<file path="config.mk">
export PLATFORM = sky130hd
export DESIGN_NAME = operacional_ctrl_flat
export DESIGN_NICKNAME = d
export VERILOG_FILES = /design/src/rtl/doorlock_pkg.sv /design/src/rtl/operacional_ctrl_if.sv /design/src/rtl/pin_matcher.sv /design/src/rtl/operacional_ctrl.sv /design/src/flat_wrapper.sv
export SDC_FILE = /design/constraint.sdc
export NUM_CORES = 1
export LEC_CHECK = 0
export CAP_MARGIN = 25
export CORE_MARGIN = 4
export CORE_UTILIZATION = 46
export CTS_CLUSTER_SIZE = 24
export DETAILED_ROUTE_END_ITERATION = 6
export PLACE_DENSITY = 0.91
export SYNTH_ARGS = -nofsm -noshare
export SYNTH_HDL_FRONTEND = slang
export SYNTH_SLANG_ARGS = --single-unit
</file>
<file path="constraint.sdc">
create_clock -name clk -period 3.3 [get_ports clk]
set_input_delay 0.66 -clock clk [delete_from_list [all_inputs] [get_ports clk]]
set_output_delay 0.66 -clock clk [all_outputs]
set_load 0.02 [all_outputs]
</file>
<file path="src/rtl/doorlock_pkg.sv">
// Shared types for the keypad door lock: PIN/config packets, controller states
// and the digit comparison helper used by the PIN matcher.
package doorlock_pkg;

    localparam logic [3:0] DIGIT_BLANK = 4'hE;

    typedef logic [3:0][3:0] pin_digits_t;

    typedef struct packed {
        logic        status;
        pin_digits_t digit;
    } pinPac_t;

    typedef struct packed {
        logic        status;
        pin_digits_t digit;
    } user_pin_t;

    // pins[0] is pin1 ... pins[3] is pin4
    typedef struct packed {
        user_pin_t [3:0] pins;
        pin_digits_t     master_pin;
        logic            bip_status;
        logic [6:0]      bip_time;
        logic [6:0]      tranca_aut_time;
    } setupPac_t;

    typedef enum logic [2:0] {
        TRAVADO,
        BLOQUEIO,
        DESTRAVADO,
        PORTA_ABERTA,
        SETUP
    } estado_ctrl_t;

    // A blank key position is stored and compared as digit 0.
    function automatic logic [3:0] norm_digit(input logic [3:0] d);
        return (d == DIGIT_BLANK) ? 4'h0 : d;
    endfunction

    function automatic logic pin_equal(input pin_digits_t a, input pin_digits_t b);
        logic eq;
        eq = 1'b1;
        for (int i = 0; i < 4; i++) begin
            if (norm_digit(a[i]) != norm_digit(b[i])) begin
                eq = 1'b0;
            end
        end
        return eq;
    endfunction

endpackage

</file>
<file path="src/rtl/operacional_ctrl_if.sv">
// Bus between the lock sequencer and its surroundings: keypad PIN, stored
// configuration, door/button inputs and the lock outputs.
interface operacional_ctrl_if;

    logic                   sec_tick;
    doorlock_pkg::pinPac_t   pin_in;
    doorlock_pkg::setupPac_t data_setup;
    logic                   sensor_porta;
    logic                   botao_interno;
    logic                   setup_done;
    logic                   tranca;
    logic                   bip;
    logic                   setup_on;
    logic                   bloqueado;
    logic [6:0]             seg_restante;

    modport master (
        output sec_tick, pin_in, data_setup, sensor_porta, botao_interno, setup_done,
        input  tranca, bip, setup_on, bloqueado, seg_restante
    );

    modport slave (
        input  sec_tick, pin_in, data_setup, sensor_porta, botao_interno, setup_done,
        output tranca, bip, setup_on, bloqueado, seg_restante
    );

endinterface

</file>
<file path="src/rtl/pin_matcher.sv">
// Combinational PIN check against the four user slots and the master PIN.
// Matches are only reported while the keypad presents an entry (status high).
module pin_matcher
    import doorlock_pkg::*;
(
    input  pinPac_t   pin_in,
    input  setupPac_t data_setup,
    output logic      match_user,
    output logic      match_master
);

    logic [3:0] slot_hit;

    generate
        for (genvar gi = 0; gi < 4; gi++) begin : g_slot
            assign slot_hit[gi] = data_setup.pins[gi].status &&
                                  pin_equal(pin_in.digit, data_setup.pins[gi].digit);
        end
    endgenerate

    assign match_user   = pin_in.status && (|slot_hit);
    assign match_master = pin_in.status && pin_equal(pin_in.digit, data_setup.master_pin);

endmodule

</file>
<file path="src/rtl/operacional_ctrl.sv">
// Lock sequencer: bolt, door-open buzzer, failed-attempt lockout and the
// hand-off into setup mode. All outputs are registered.
module operacional_ctrl #(
    parameter int FAIL_T1 = 3,
    parameter int FAIL_T2 = 5,
    parameter int LOCK_T1 = 1,
    parameter int LOCK_T2 = 10,
    parameter int LOCK_T3 = 20
) (
    input  logic                clk,
    input  logic                rst,
    operacional_ctrl_if.slave   bus
);
    import doorlock_pkg::*;

    estado_ctrl_t state_reg;
    logic [3:0]   fail_cnt_reg;
    logic [6:0]   tmr_reg;
    logic [6:0]   seg_reg;
    logic         tranca_reg;
    logic         bip_reg;
    logic         setup_on_reg;
    logic         bloqueado_reg;
    logic         pin_status_reg;
    logic         botao_reg;

    logic         match_user;
    logic         match_master;
    logic         pin_edge;
    logic         botao_edge;
    logic [3:0]   fail_inc;
    logic [6:0]   lock_secs;
    logic         relock_due;
    logic [6:0]   open_tmr_next;

    pin_matcher u_matcher (
        .pin_in       (bus.pin_in),
        .data_setup   (bus.data_setup),
        .match_user   (match_user),
        .match_master (match_master)
    );

    assign pin_edge   = bus.pin_in.status & ~pin_status_reg;
    assign botao_edge = bus.botao_interno & ~botao_reg;
    assign fail_inc   = (fail_cnt_reg == 4'hF) ? 4'hF : fail_cnt_reg + 4'd1;

    always_comb begin
        lock_secs = 7'(LOCK_T1);
        if (int'(fail_inc) > FAIL_T2) begin
            lock_secs = 7'(LOCK_T3);
        end else if (int'(fail_inc) >= FAIL_T2) begin
            lock_secs = 7'(LOCK_T2);
        end
    end

    // ">=" rather than "==" so a zero or freshly lowered relock time still relocks.
    assign relock_due = bus.sec_tick &&
                        (({1'b0, tmr_reg} + 8'd1) >= {1'b0, bus.data_setup.tranca_aut_time});

    assign open_tmr_next = (bus.sec_tick && (tmr_reg != 7'd127)) ? tmr_reg + 7'd1 : tmr_reg;

    always_ff @(posedge clk or negedge rst) begin
        if (!rst) begin
            state_reg      <= TRAVADO;
            fail_cnt_reg   <= '0;
            tmr_reg        <= '0;
            seg_reg        <= '0;
            tranca_reg     <= 1'b1;
            bip_reg        <= 1'b0;
            setup_on_reg   <= 1'b0;
            bloqueado_reg  <= 1'b0;
            pin_status_reg <= 1'b0;
            botao_reg      <= 1'b0;
        end else begin
            pin_status_reg <= bus.pin_in.status;
            botao_reg      <= bus.botao_interno;

            case (state_reg)
                TRAVADO: begin
                    // The button wins over a simultaneous PIN, which is then dropped.
                    if (botao_edge) begin
                        state_reg  <= DESTRAVADO;
                        tranca_reg <= 1'b0;
                        tmr_reg    <= '0;
                    end else if (pin_edge) begin
                        if (match_user || match_master) begin
                            state_reg    <= DESTRAVADO;
                            tranca_reg   <= 1'b0;
                            tmr_reg      <= '0;
                            fail_cnt_reg <= '0;
                        end else begin
                            fail_cnt_reg <= fail_inc;
                            if (int'(fail_inc) >= FAIL_T1) begin
                                state_reg     <= BLOQUEIO;
                                bloqueado_reg <= 1'b1;
                                seg_reg       <= lock_secs;
                            end
                        end
                    end
                end

                BLOQUEIO: begin
                    if (botao_edge) begin
                        state_reg     <= DESTRAVADO;
                        tranca_reg    <= 1'b0;
                        bloqueado_reg <= 1'b0;
                        seg_reg       <= '0;
                        tmr_reg       <= '0;
                    end else if (bus.sec_tick) begin
                        if (seg_reg <= 7'd1) begin
                            state_reg     <= TRAVADO;
                            bloqueado_reg <= 1'b0;
                            seg_reg       <= '0;
                        end else begin
                            seg_reg <= seg_reg - 7'd1;
                        end
                    end
                end

                DESTRAVADO: begin
                    if (bus.sensor_porta) begin
                        state_reg <= PORTA_ABERTA;
                        tmr_reg   <= '0;
                        bip_reg   <= bus.data_setup.bip_status &&
                                     (bus.data_setup.bip_time == 7'd0);
                    end else if (botao_edge || relock_due) begin
                        state_reg  <= TRAVADO;
                        tranca_reg <= 1'b1;
                    end else if (pin_edge && match_master) begin
                        state_reg    <= SETUP;
                        setup_on_reg <= 1'b1;
                        tmr_reg      <= '0;
                    end else if (bus.sec_tick) begin
                        tmr_reg <= tmr_reg + 7'd1;
                    end
                end

                PORTA_ABERTA: begin
                    if (!bus.sensor_porta) begin
                        state_reg <= DESTRAVADO;
                        bip_reg   <= 1'b0;
                        tmr_reg   <= '0;
                    end else begin
                        tmr_reg <= open_tmr_next;
                        bip_reg <= bus.data_setup.bip_status &&
                                   (open_tmr_next >= bus.data_setup.bip_time);
                    end
                end

                SETUP: begin
                    if (bus.setup_done) begin
                        state_reg    <= DESTRAVADO;
                        setup_on_reg <= 1'b0;
                        tmr_reg      <= '0;
                    end
                end

                default: begin
                    state_reg     <= TRAVADO;
                    tranca_reg    <= 1'b1;
                    bip_reg       <= 1'b0;
                    setup_on_reg  <= 1'b0;
                    bloqueado_reg <= 1'b0;
                    seg_reg       <= '0;
                    tmr_reg       <= '0;
                end
            endcase
        end
    end

    assign bus.tranca       = tranca_reg;
    assign bus.bip          = bip_reg;
    assign bus.setup_on     = setup_on_reg;
    assign bus.bloqueado    = bloqueado_reg;
    assign bus.seg_restante = seg_reg;

endmodule

</file>
<file path="src/flat_wrapper.sv">
// flat-port wrapper written by rule: the top's interface ports become plain ports
module operacional_ctrl_flat import doorlock_pkg::*;
#(
    parameter int FAIL_T1 = 3,
    parameter int FAIL_T2 = 5,
    parameter int LOCK_T1 = 1,
    parameter int LOCK_T2 = 10,
    parameter int LOCK_T3 = 20
)
  (clk, rst, bus_sec_tick, bus_pin_in, bus_data_setup, bus_sensor_porta, bus_botao_interno, bus_setup_done, bus_tranca, bus_bip, bus_setup_on, bus_bloqueado, bus_seg_restante);
  operacional_ctrl_if bus_i ();
  input  logic clk;
  input  logic rst;
  input wire logic [$bits(bus_i.sec_tick)-1:0] bus_sec_tick;
  input wire logic [$bits(bus_i.pin_in)-1:0] bus_pin_in;
  input wire logic [$bits(bus_i.data_setup)-1:0] bus_data_setup;
  input wire logic [$bits(bus_i.sensor_porta)-1:0] bus_sensor_porta;
  input wire logic [$bits(bus_i.botao_interno)-1:0] bus_botao_interno;
  input wire logic [$bits(bus_i.setup_done)-1:0] bus_setup_done;
  output wire logic [$bits(bus_i.tranca)-1:0] bus_tranca;
  output wire logic [$bits(bus_i.bip)-1:0] bus_bip;
  output wire logic [$bits(bus_i.setup_on)-1:0] bus_setup_on;
  output wire logic [$bits(bus_i.bloqueado)-1:0] bus_bloqueado;
  output wire logic [$bits(bus_i.seg_restante)-1:0] bus_seg_restante;
  assign bus_i.sec_tick = bus_sec_tick;
  assign bus_i.pin_in = bus_pin_in;
  assign bus_i.data_setup = bus_data_setup;
  assign bus_i.sensor_porta = bus_sensor_porta;
  assign bus_i.botao_interno = bus_botao_interno;
  assign bus_i.setup_done = bus_setup_done;
  assign bus_tranca = bus_i.tranca;
  assign bus_bip = bus_i.bip;
  assign bus_setup_on = bus_i.setup_on;
  assign bus_bloqueado = bus_i.bloqueado;
  assign bus_seg_restante = bus_i.seg_restante;
  operacional_ctrl #(.FAIL_T1(FAIL_T1), .FAIL_T2(FAIL_T2), .LOCK_T1(LOCK_T1), .LOCK_T2(LOCK_T2), .LOCK_T3(LOCK_T3)) u_core (.clk(clk), .rst(rst), .bus(bus_i));
endmodule
</file>
==> run metrics <==
status=complete, no violations; Primary FF master, synth=dfrtp_1; FILL cells=734; Seq cells post-synth=27; TritonCTS clock tree=built; Clock Skew=0.00491 ns; die area=12,500 µm²; total grt overflow=0; CTS Buffer Depth=2; min-delay worst type=reg -> reg; worst hold slack=0.504 ns; post-synthesis sequential area ratio=13.6%; Final Max Tran Viols=0; port bufs=132; crit-path cells=clkdlybuf4s50_1, nand3b_1, a211oi_1, nor4b_2, buf_4, o2111ai_1, a2111o_1, o2111ai_4, buf_6, a2111oi_4, nor4_2, a211o_1; CP max FO=5; area post-placement=between 7000 and 8000 µm²; Placer Congestion=0.962; Reg clk slew, reported paths=0.11 ns; Max-slew headroom=51.8%; Syn Nets=826; Synth Instances=roughly 690; clock latency on the worst-skew pair=0.28 ns; Critical Path Start Type=primary input; mapped cell area=4970 µm²; DRC Markers=0; count of final hold-check violations=0; number of antenna violations at the first check in global routing=0; Critical Path Sink Type=flop; max-cap violations=0; I/O pin total=between 100 and 150; ANT nets after route=0; most frequent cells in the layout=buf_4 (138), clkdlybuf4s50_1 (117), nand2_1 (62), inv_1 (56), a21oi_1 (41); synth warn=0; first-pass GRT wire length=28.4 mm; Final period util=97.2%; vias per cell=6.15; CP Class=in -> reg; die height=112 µm; drt initial violations=608; required time of the worst setup path=roughly 3.5 ns; Initial Util=a little under half; peak supply drop=0.292 mV; Period minus WS final=3.21 ns; fraction of layout cells with a size suffix above 1=about a fifth; post-DR wirelength/cell=17.3 µm; clock sinks=27; Area growth, synth to finish=53.8%; Post-layout nets=1,070; Post-synth EDFFs=0; most common library cell in the layout ignoring fill and taps=buf_4; Async SR Flop Fraction=100%; Root Buffer=clkbuf_8; # diodes=0; 1st-pass router iterations=5; cts hold-fix bufs=0; worst stage delay on the critical path=0.44 ns; Via Count=6,543; CP arrival=3.38 ns; largest net degree at the start of global routing=28; number of global-route vias before repair=6,147; # rows=37; FF+latch area=677 µm²; Pwr Density=363 nW/µm²; slowest cell on the critical path=a211oi_1; CTS buffer count=3; area of the multi-input gates=4100 µm²; DPL Wire Length=14.7 mm; Die W=112 µm; worst setup margin=0.0926 ns; endpoints failing setup=0; Cell variety after synth=80; GRT Total Usage=26.4%; syn_area_per_cell=7.25 µm²; max frequency=just over 300 MHz; RSZ-0062 raised after global routing=no; design area=between 7000 and 8000 µm²; Routed WL=between 15 and 20 mm; H-tree levels=1; Worst-Margin Slew=roughly 0.7 ns; Pleak=0.00350 µW; CORE AREA=10,400 µm²; R2R setup slack=between 0.15 and 0.2 ns; worst slack, placed=-0.408 ns
-- critical path: cells and delay by family --
family / cells / cell delay, ns
buffers and inverters: 3 / 0.77
AND/OR/NAND/NOR: 3 / 0.38
AO/OA/AOI/OAI: 6 / 1.56
-- synth_stat cells (4+ instances only) --
master      n  area, µm²
nand2_1    63        236
inv_1      56        210
a21oi_1    43        215
o21ai_0    37        185
xnor2_1    35        307
nor2_1     33        124
dfrtp_1    26        651
ha_1       19        238
nand3_1    19       95.1
and3b_1    18        158
nand3b_1   18        135
clkbuf_1   17       63.8
a211oi_1   16        120
nor3_1     16       80.1
and3_1     13       81.3
o211ai_1   13       97.6
buf_2      12       60.1
nor2b_1    12       75.1
a21o_1     11       82.6
nand4_1    11       68.8
nor4_1     11       68.8
xor2_1     11       96.3
nor4b_1     9       78.8
o2111ai_1   9       78.8
a22oi_1     8       60.1
nand2b_1    8       50.1
nand4b_1    8       70.1
o211a_1     8       80.1
or3_1       8       50.1
a21boi_0    7       52.6
and2_1      7       43.8
a22o_1      5       43.8
a31oi_1     5       31.3
a32oi_1     5       43.8
buf_4       5       37.5
o22a_1      5       43.8
o22ai_1     5       31.3
a211oi_2    4       50.1
o31ai_1     4       30.0
or2_2       4       25.0
-- cells by family (layout without fill, tap and decap cells) --
logic type               after synthesis  count (layout)  synth area share, %
buffers and inverters                 92             335                 7.66
AO/OA/AOI/OAI                        216             216                 31.6
flip-flops                            27              27                 13.6
XOR/XNOR                              46              46                 8.11
adder cells (fa/ha/maj)               19              19                 4.79
multiplexers                           7               7                 1.51
AND/OR/NAND/NOR                      278             278                 32.7
-- metrics by stage --
step | cells | utilization (%) | power, µW | setup TNS (ns)
finish | 1064 | 73.3 | 2770 | 0
global route | 1064 | 73.3 | 2970 | 0
detailed placement | 1052 | 70.1 | 2450 | -5.25
floorplan | 685 | - | 1700 | 0
CTS | 1058 | 71.1 | 2670 | 0
global placement | 1052 | 70.1 | 2370 | -4.58
-- area by class of cell --
class / count / share of cell area, %
clock buffer: 3 / 0.540
clock inverter: 1 / 0.0983
inverter: 57 / 2.80
multi-input combinational: 566 / 53.6
sequential: 27 / 8.86
tap: 136 / 2.23
timing repair buffer: 274 / 31.8
-- path summary, 6_finish.rpt --
check                                     start  cells after the start              endpoint
max reg2reg                   u_core.tmr_reg[0]                     16        u_core.bus.bip
min in group asynchronous                   rst                      2     u_core.tmr_reg[2]
min reg2reg                u_core.bus.bloqueado                      1  u_core.bus.bloqueado
max in group asynchronous                   rst                      2     u_core.bus.tranca
max                          bus_data_setup[90]                     12   u_core.state_reg[1]
min                        u_core.bus.bloqueado                      1  u_core.bus.bloqueado
-- power by group --
group | total (µW) | internal, µW | switching [µW]
sequential | 551 | 420 | 131
clock | 205 | 86.0 | 119
combinational | 2010 | 969 | 1050
total | 2770 | 1470 | 1300
-- layer usage --
layer	GRT usage [%]	vias to the layer above	wire, µm
met2	47.8	371	9120
li1	-	3060	-
met5	0	-	0
met1	31.6	3035	6990
met4	10.6	0	869
met3	2.72	77	1470
-- repair_timing --
action | CTS | global route
endpoints found under the setup margin | 5 | 19
setup buffers | 2 | 6
gates resized for setup | 11 | 45
gates cloned | 0 | 0
pin swaps | 2 | 16
Power figures use the tool's default switching activity.
